[config.mk]
export PLATFORM = sky130hd
export DESIGN_NAME = verdict_collector
export DESIGN_NICKNAME = d
export VERILOG_FILES = /design/src/rtl/verdict_pkg.sv /design/src/rtl/verdict_collector_sync_fifo.sv /design/src/rtl/verdict_collector.sv
export SDC_FILE = /design/constraint.sdc
export NUM_CORES = 2
export LEC_CHECK = 0
export CAP_MARGIN = 20
export CELL_PAD_IN_SITES_DETAIL_PLACEMENT = 0
export CELL_PAD_IN_SITES_GLOBAL_PLACEMENT = 1
export CORE_MARGIN = 2
export CORE_UTILIZATION = 35
export CTS_CLUSTER_DIAMETER = 40
export DETAILED_ROUTE_END_ITERATION = 10
export HOLD_SLACK_MARGIN = 0.05
export PLACE_DENSITY = 0.57
export SYNTH_ARGS = -nofsm -noshare
export SYNTH_HDL_FRONTEND = slang
export SYNTH_SLANG_ARGS = --single-unit
[constraint.sdc]
create_clock -name clk -period 23.8 [get_ports clk]
set_input_delay 4.76 -clock clk [delete_from_list [all_inputs] [get_ports clk]]
set_output_delay 4.76 -clock clk [all_outputs]
set_load 0.05 [all_outputs]
[src/rtl/verdict_pkg.sv]
// Shared types and widths for the verdict collector: stream count, value width
// and the record layout handed to the host/trace side.
package verdict_pkg;

    localparam int VAL_W     = 64;
    localparam int N_STREAMS = 2;
    localparam int DROP_W    = 16;
    localparam int TS_W_DEF  = 64;

    // Everything in a record except the timestamp, whose width is a top-level parameter.
    typedef struct packed {
        logic [N_STREAMS-1:0] mask;
        logic [VAL_W-1:0]     val_0;
        logic [VAL_W-1:0]     val_1;
    } payload_t;

    localparam int PAY_W = $bits(payload_t);

    // Full record at the default timestamp width, for host-side consumers.
    typedef struct packed {
        logic [TS_W_DEF-1:0]  ts;
        logic [N_STREAMS-1:0] mask;
        logic [VAL_W-1:0]     val_0;
        logic [VAL_W-1:0]     val_1;
    } rec_t;

    localparam int REC_W = $bits(rec_t);

    function automatic int rec_width(input int ts_w);
        return ts_w + PAY_W;
    endfunction

endpackage

[src/rtl/verdict_collector_sync_fifo.sv]
// First-word fall-through FIFO with occupancy count; a push into a full FIFO is
// accepted when a pop happens in the same cycle.
module sync_fifo #(
    parameter int WIDTH = 8,
    parameter int DEPTH = 8
) (
    input  logic                     clk,
    input  logic                     rst,
    input  logic                     push,
    input  logic [WIDTH-1:0]         push_data,
    input  logic                     pop,
    output logic [WIDTH-1:0]         head_data,
    output logic                     head_valid,
    output logic                     full,
    output logic [$clog2(DEPTH):0]   fill
);

    localparam int AW = $clog2(DEPTH);
    localparam logic [AW:0] FULL_CNT = (AW+1)'(DEPTH);

    logic [WIDTH-1:0] mem [DEPTH];
    logic [AW-1:0]    wr_ptr_reg;
    logic [AW-1:0]    rd_ptr_reg;
    logic [AW:0]      fill_reg;
    logic             do_push;
    logic             do_pop;

    assign head_valid = (fill_reg != '0);
    assign full       = (fill_reg == FULL_CNT);
    assign do_pop     = pop && head_valid;
    assign do_push    = push && (!full || do_pop);

    // When full, wr_ptr == rd_ptr; the old head is read out before the edge overwrites it.
    assign head_data  = head_valid ? mem[rd_ptr_reg] : '0;
    assign fill       = fill_reg;

    always_ff @(posedge clk) begin
        if (do_push) begin
            mem[wr_ptr_reg] <= push_data;
        end
    end

    always_ff @(posedge clk or posedge rst) begin
        if (rst) begin
            wr_ptr_reg <= '0;
            rd_ptr_reg <= '0;
            fill_reg   <= '0;
        end else begin
            if (do_push) begin
                wr_ptr_reg <= wr_ptr_reg + AW'(1);
            end
            if (do_pop) begin
                rd_ptr_reg <= rd_ptr_reg + AW'(1);
            end
            case ({do_push, do_pop})
                2'b10:   fill_reg <= fill_reg + (AW+1)'(1);
                2'b01:   fill_reg <= fill_reg - (AW+1)'(1);
                default: fill_reg <= fill_reg;
            endcase
        end
    end

endmodule

[src/rtl/verdict_collector.sv]
// Timestamps every cycle in which a monitor stream fires, queues the records and
// presents them over valid/ready, counting records lost when the queue is full.
module verdict_collector
    import verdict_pkg::*;
#(
    parameter int DEPTH = 8,
    parameter int TS_W  = 64
) (
    input  logic                      clk,
    input  logic                      rst,
    input  logic                      en,
    input  logic signed [VAL_W-1:0]   output_0,
    input  logic                      output_0_aktv,
    input  logic signed [VAL_W-1:0]   output_1,
    input  logic                      output_1_aktv,
    output logic                      rec_valid,
    input  logic                      rec_ready,
    output logic [TS_W-1:0]           rec_ts,
    output logic [N_STREAMS-1:0]      rec_mask,
    output logic [VAL_W-1:0]          rec_val_0,
    output logic [VAL_W-1:0]          rec_val_1,
    output logic [$clog2(DEPTH):0]    fill,
    output logic                      overflow,
    output logic [DROP_W-1:0]         drop_cnt
);

    localparam int W = TS_W + PAY_W;
    localparam logic [DROP_W-1:0] DROP_MAX = '1;

    logic [TS_W-1:0]      ts_reg;
    logic                 overflow_reg;
    logic [DROP_W-1:0]    drop_cnt_reg;

    logic [N_STREAMS-1:0] aktv;
    logic [VAL_W-1:0]     raw_val [N_STREAMS];
    logic [VAL_W-1:0]     cap_val [N_STREAMS];
    payload_t             cap_payload;
    payload_t             head_payload;
    logic [W-1:0]         push_data;
    logic [W-1:0]         head_data;
    logic                 capture;
    logic                 pop;
    logic                 push;
    logic                 drop;
    logic                 fifo_full;
    logic                 head_valid;

    assign aktv       = {output_1_aktv, output_0_aktv};
    assign raw_val[0] = output_0;
    assign raw_val[1] = output_1;

    // Values of inactive streams are forced to zero so records never carry stale data.
    generate
        for (genvar gi = 0; gi < N_STREAMS; gi++) begin : g_stream
            assign cap_val[gi] = aktv[gi] ? raw_val[gi] : '0;
        end
    endgenerate

    assign cap_payload = '{mask: aktv, val_0: cap_val[0], val_1: cap_val[1]};
    assign push_data   = {ts_reg, cap_payload};

    assign capture = en && (aktv != '0);
    assign pop     = en && head_valid && rec_ready;
    assign push    = capture && (!fifo_full || pop);
    assign drop    = capture && fifo_full && !pop;

    sync_fifo #(
        .WIDTH (W),
        .DEPTH (DEPTH)
    ) u_fifo (
        .clk        (clk),
        .rst        (rst),
        .push       (push),
        .push_data  (push_data),
        .pop        (pop),
        .head_data  (head_data),
        .head_valid (head_valid),
        .full       (fifo_full),
        .fill       (fill)
    );

    assign head_payload = head_data[PAY_W-1:0];
    assign rec_valid    = head_valid;
    assign rec_ts       = head_data[W-1:PAY_W];
    assign rec_mask     = head_payload.mask;
    assign rec_val_0    = head_payload.val_0;
    assign rec_val_1    = head_payload.val_1;
    assign overflow     = overflow_reg;
    assign drop_cnt     = drop_cnt_reg;

    always_ff @(posedge clk or posedge rst) begin
        if (rst) begin
            ts_reg       <= '0;
            overflow_reg <= 1'b0;
            drop_cnt_reg <= '0;
        end else begin
            if (en) begin
                ts_reg <= ts_reg + TS_W'(1);
            end
            if (drop) begin
                overflow_reg <= 1'b1;
                if (drop_cnt_reg != DROP_MAX) begin
                    drop_cnt_reg <= drop_cnt_reg + DROP_W'(1);
                end
            end
        end
    end

endmodule

* Word-level counts from Yosys, hierarchy flattened *
Memories as Yosys holds them, arrays and structs flattened.
Index checks and enable logic that the tools add are counted.

word-level totals
  bits in registers = 91
  memory bits (writable) = 1552
  input bits = 134
  output and inout port bits = 216
  word-level logic and storage cells = 39
  memories = 1

cells by class
  add/subtract/negate cells = 6
  eq/ne operators = 4
  multiplexer cells = 6
  reduce and logical (&&, ||, !) cells = 16

memory list
  name        words  bits a word  read ports  clocked after memory_dff  write ports  RTL line                           source
  u_fifo.mem  8      194          1           0                         1            verdict_collector_sync_fifo.sv:21  logic [WIDTH-1:0] mem [DEPTH];

operators with widths
  cell                     number
  $mux W194                1
  $mux W64                 2
  $add A64 B1 Y64 const B  1
  $add A16 B1 Y16 const B  1
  $ne A16 B16 Y1 const B   1
  $logic_and A1 B1 Y1      8
  $pmux W4 S2              1
  $add A3 B1 Y3 const B    2
  $add A4 B1 Y4 const B    1
  $eq A4 B4 Y1 const B     1
  $reduce_bool A2 Y1       2
  $reduce_bool A4 Y1       1
  $sub A4 B1 Y4 const B    1
  $eq A2 B1 Y1 const B     1
  $eq A2 B2 Y1 const B     1
  $logic_not A1 Y1         2
  $logic_or A1 B1 Y1       2
  $mux W1                  2
  $reduce_and A2 Y1        1

* Depth between registers and ports, before layout *
  depth after elaboration = 8
  gate-level depth with buffers = 12
  depth with buffers taken out = 11

* Modules after synthesis *
From an unflattened synthesis, not the netlist that was laid out.

second synthesis, totals
  cells, all modules = 3023
  area total of the unflattened synthesis = 64202.8 um^2

modules (own cells, without submodules)
  module             times used  cells each  area each (um^2)  sequential area each (um^2)
  sync_fifo          1           2529        59527.1           46854.9
  verdict_collector  1           494         4675.7            2026.9

* Least setup slack after synthesis *
OpenSTA, ideal clock, no wires.

  path type = input port to flip-flop
  from = input en
  to = memory u_fifo.mem[1][0] (netlist bit) (enable)
  setup time = 1.291 ns
  arrival = 25.168 ns
  required time = 22.509 ns
  path slack = -2.659 ns
  stages on the path = 6
  buffers on the path = 1
  cells stage by stage = buf_4 nand2_1 nand3_1 and2_1 clkinv_1 nor4b_1

on the way
  longest elaborated chain between the ends = 7
  elaborated cells between the ends (all ways) = 10
  those cells by class = mux (2); reduce/logical (8)

ends and longest elaborated chain
  item                                                       RTL line                                                    source
  start: declaration                                         verdict_collector.sv:11                                     input logic en,
  $logic_and A1 B1 Y1 (2 in series)                          verdict_collector.sv:63                                     assign pop = en && head_valid && rec_ready;
  $logic_or A1 B1 Y1 or $logic_and A1 B1 Y1 (tied branches)  verdict_collector.sv:64, verdict_collector_sync_fifo.sv:30
  $logic_and A1 B1 Y1 or $logic_or A1 B1 Y1 (tied branches)  verdict_collector.sv:64, verdict_collector_sync_fifo.sv:31
  $logic_and A1 B1 Y1 *                                      verdict_collector_sync_fifo.sv:31                           assign do_push = push && (!full || do_pop);
  $mux W1 *                                                  verdict_collector_sync_fifo.sv:38                           if (do_push) begin
  $mux W1 (implied by the code) *                            verdict_collector_sync_fifo.sv:39                           mem[wr_ptr_reg] <= push_data;
  end: declaration                                           verdict_collector_sync_fifo.sv:21

Mark *: on every way between the ends. The rest lies on a longest branch, timed or not.

* Worst setup path after layout *
  from = register u_fifo.rd_ptr_reg[0]
  to = output rec_val_1[62]

on the way
  longest elaborated chain between the ends = 2

ends and longest elaborated chain
  item                      RTL line                           source
  start: declaration        verdict_collector_sync_fifo.sv:23  logic [AW-1:0] rd_ptr_reg;
  start signal: assignment  verdict_collector_sync_fifo.sv:53  rd_ptr_reg <= rd_ptr_reg + AW'(1);
  $mem_v2 Z8 W194           --
  $mux W194                 verdict_collector_sync_fifo.sv:34  assign head_data = head_valid ? mem[rd_ptr_reg] : '0;
  end: declaration          verdict_collector.sv:21            output logic [VAL_W-1:0] rec_val_1,

No other way between the ends.

==> results.ini <==
[run_status]
outcome = finished clean

[place]
dp_worst_setup_slack_ns = 13.49
dpl_cell_area_sq_um = 70160
hpwl_mm = 79.57
io_buffers = 349
gp_congestion = 0.6867

[clock_tree]
clk_pin_slew_ns = 0.05
htree_levels = 4
holdBufCountCts = 0
clockRootBuffer = clkbuf_16
tritoncts = done
cts.repair_timing.setup_buffer_count = 0
cts_made_buffers = 240
clk_path_buf_depth = 3
postCtsResizedCells = 0
cts.sinks = 1643
clk_latency_ns = 0.86

[drt]
routed_wl_mm = 152.5
routedWlPerCell_microns = 25.09
via_per_inst = 4.975
first_iter_violations = 1803
dr.pass1.iters = 5
vias = 30240
ant_nets = 0
drc_errors = 0

[worst_hold_path]
hold_depth = 1
hp-class = reg -> reg

[synth]
syn_nets = 3135
synthFlopType = edfxtp_1
async_flop_share_pct = 5.539
synth_seq_cells = 1643
syn_inst = 2994
synth_area_sq_um = 63770
synth_xor_area_share_pct = 1.140
synth_top_family_by_area = multiplexers
synthTopCellsByArea = edfxtp_1, mux4_2, dfrtp_1
synth.avg_cell_area_sq_um = 21.30
synth_top_cell_by_area = edfxtp_1
muxShareOfSynthArea_pct = 16.82
yosysWarnings = 0
synth-compound-area-share_pct = 0.1275
synth_edf_count = 1552
yosys.cell_types.count = 49
synthAdderAreaFrac_pct = 0.1373
synth-simple-area-share_pct = 4.053
synth_top_area_share_pct = 73.08
ys_seq_area_share_pct = 76.65

[worst_setup_path]
crit_slowest_cell = dfrtp_4
end_kind = primary output
crit_path_start_kind = flip-flop
worstPathCellList = buf_4 > buf_4 > buf_4 > mux4_2 > mux2i_1 > nor2_1 > clkdlybuf4s50_1
r2r_cells = 8
setup.worst_path.class = reg -> out
cp_max_fo = 48
slowest_delay_ns = 0.95
crit_top_cell = buf_4
cp_data_arrival_time_ns = 6.07
required_ns = 19.04

[floorplan]
coreArea_sq_um = 180900
die_width_microns = 430.9
die_area_sq_um = 185600
die_h_microns = 430.9
core.rowCount = 156
start_util_pct = 35.25
io_pins = 350

[sta]
setup_viol = 0
worst_slack_ns = 12.97
slew_headroom_pct = 27.32
drv_slew = 0
hold_viol = 0
worst_slew_pin_slew_ns = 1.090
rsz0062_at_grt = no
skew_ns = 0.03843
hold-worst-slack_ns = 0.4784
period_minus_slack_ns = 10.83
fin_crit_sh_pct = 45.49
final.setup.tns_ns = 0
max_freq_ghz = 0.09236

[layout]
drive_gt1_share_pct = 24.28
multiInputGateArea_sq_um = 14290
nFillCells = 15540
final_area_sq_um = 78570
nNetsFinal = 3633
seqCellArea_sq_um = 48890
largest_reg_flops = 1552
syn_to_final_growth_pct = 23.20

[power_and_ir_drop]
power_density_nw_per_um2 = 140.1
power_uw = 11010
ir_drop_mv = 0.09279
p_leak_uw = 0.02608

[grt]
grt-ovfl-total = 0
grt_max_degree = 141
grt_usage_pct = 16.44
grt_pass1_wl_mm = 222.9
grt_pass1_vias = 32700
antenna_found_initial = 5

[flow_run]
cap_violations = 0

## layout make-up
class	instances	area share [%]
Timing Repair Buffer	408	5.061
Clock inverter	190	2.782
Clock buffer	267	7.916
Antenna cell	2	0.006370
Sequential cell	1643	62.23
Inverter	10	0.05096
Tap cell	2370	3.774
Multi-Input combinational cell	1189	18.18
## metal layers
metal	GRT usage (%)	part of all wire, %	wire, microns	vias to the layer above
met4	4.999	2.2	3337	0
met2	28.60	52	79260	611
met3	2.589	3.6	5415	212
li1	-	-	-	13270
met5	0	0	0	-
met1	21.15	42	64500	16150
## power by group
part           total (uW)  internal, uW  switching, uW  leakage, uW
registers            3660          3500            158       0.0152
clock network        3590          2240           1350      0.00401
logic                3750          1380           2370      0.00685
## critical path, delay by kind of cell (launching register included)
family,cells,cell delay (ns)
and+or+nand+nor,1,0.07
DFF,1,0.95
muxes,2,0.83
buffers and inverters,4,3.27
## cells in the mapped netlist (all sizes together), types with 31 or more instances
| cell type | number |
|---|---|
| mux2i | 194 |
| clkbuf | 68 |
| xnor2 | 35 |
| nor2 | 219 |
| mux4 | 388 |
| nand3 | 31 |
| xor2 | 48 |
| buf | 84 |
| nand2 | 33 |
| edfxtp | 1552 |
| and2 | 132 |
| dfrtp | 91 |
## through the flow
stage	utilization, %	std cells
final	43.43	6079
after global routing	43.43	6079
after CTS	43.42	6077
after detailed placement	38.78	5620
after global placement	38.78	5620
after floorplan	-	2994
## logic make-up (layout without fill, tap and decap cells)
logic type,Yosys count,count (layout)
AO/OA/AOI/OAI,13,13
buffers and inverters,162,875
flip-flops,1643,1643
other,0,2
multiplexers,586,586
adder cells (fa/ha/maj),7,7
XOR/XNOR,83,83
AND/OR/NAND/NOR,500,500
## worst paths after layout
check | endpoint | from | slack, ns
setup reg to reg | u_fifo.mem[1][116] | u_fifo.fill[1] | 19.56
setup / recovery | rec_val_1[62] | u_fifo.rd_ptr_reg[0] | 12.97
hold / removal | overflow | overflow | 0.48
min in group asynchronous | ts_reg[20] | rst | 4.38
hold reg to reg | overflow | overflow | 0.48
max in group asynchronous | drop_cnt[1] | rst | 18.11
## cell usage in the layout, fill, tap and decap left out, types with 18 or more instances in the layout
cell	instances
edfxtp_1	1552
mux2i_1	194
clkinv_4	22
and2_1	132
nor2_1	217
nand2_1	33
xnor2_1	35
dfrtp_1	88
xor2_1	48
clkinvlp_4	35
clkinv_1	22
nand3_1	29
clkdlybuf4s50_1	347
bufinv_16	31
buf_4	55
clkinv_2	31
inv_6	37
mux4_2	388
clkbuf_1	18
clkbuf_16	242
Power figures use the tool's default switching activity.
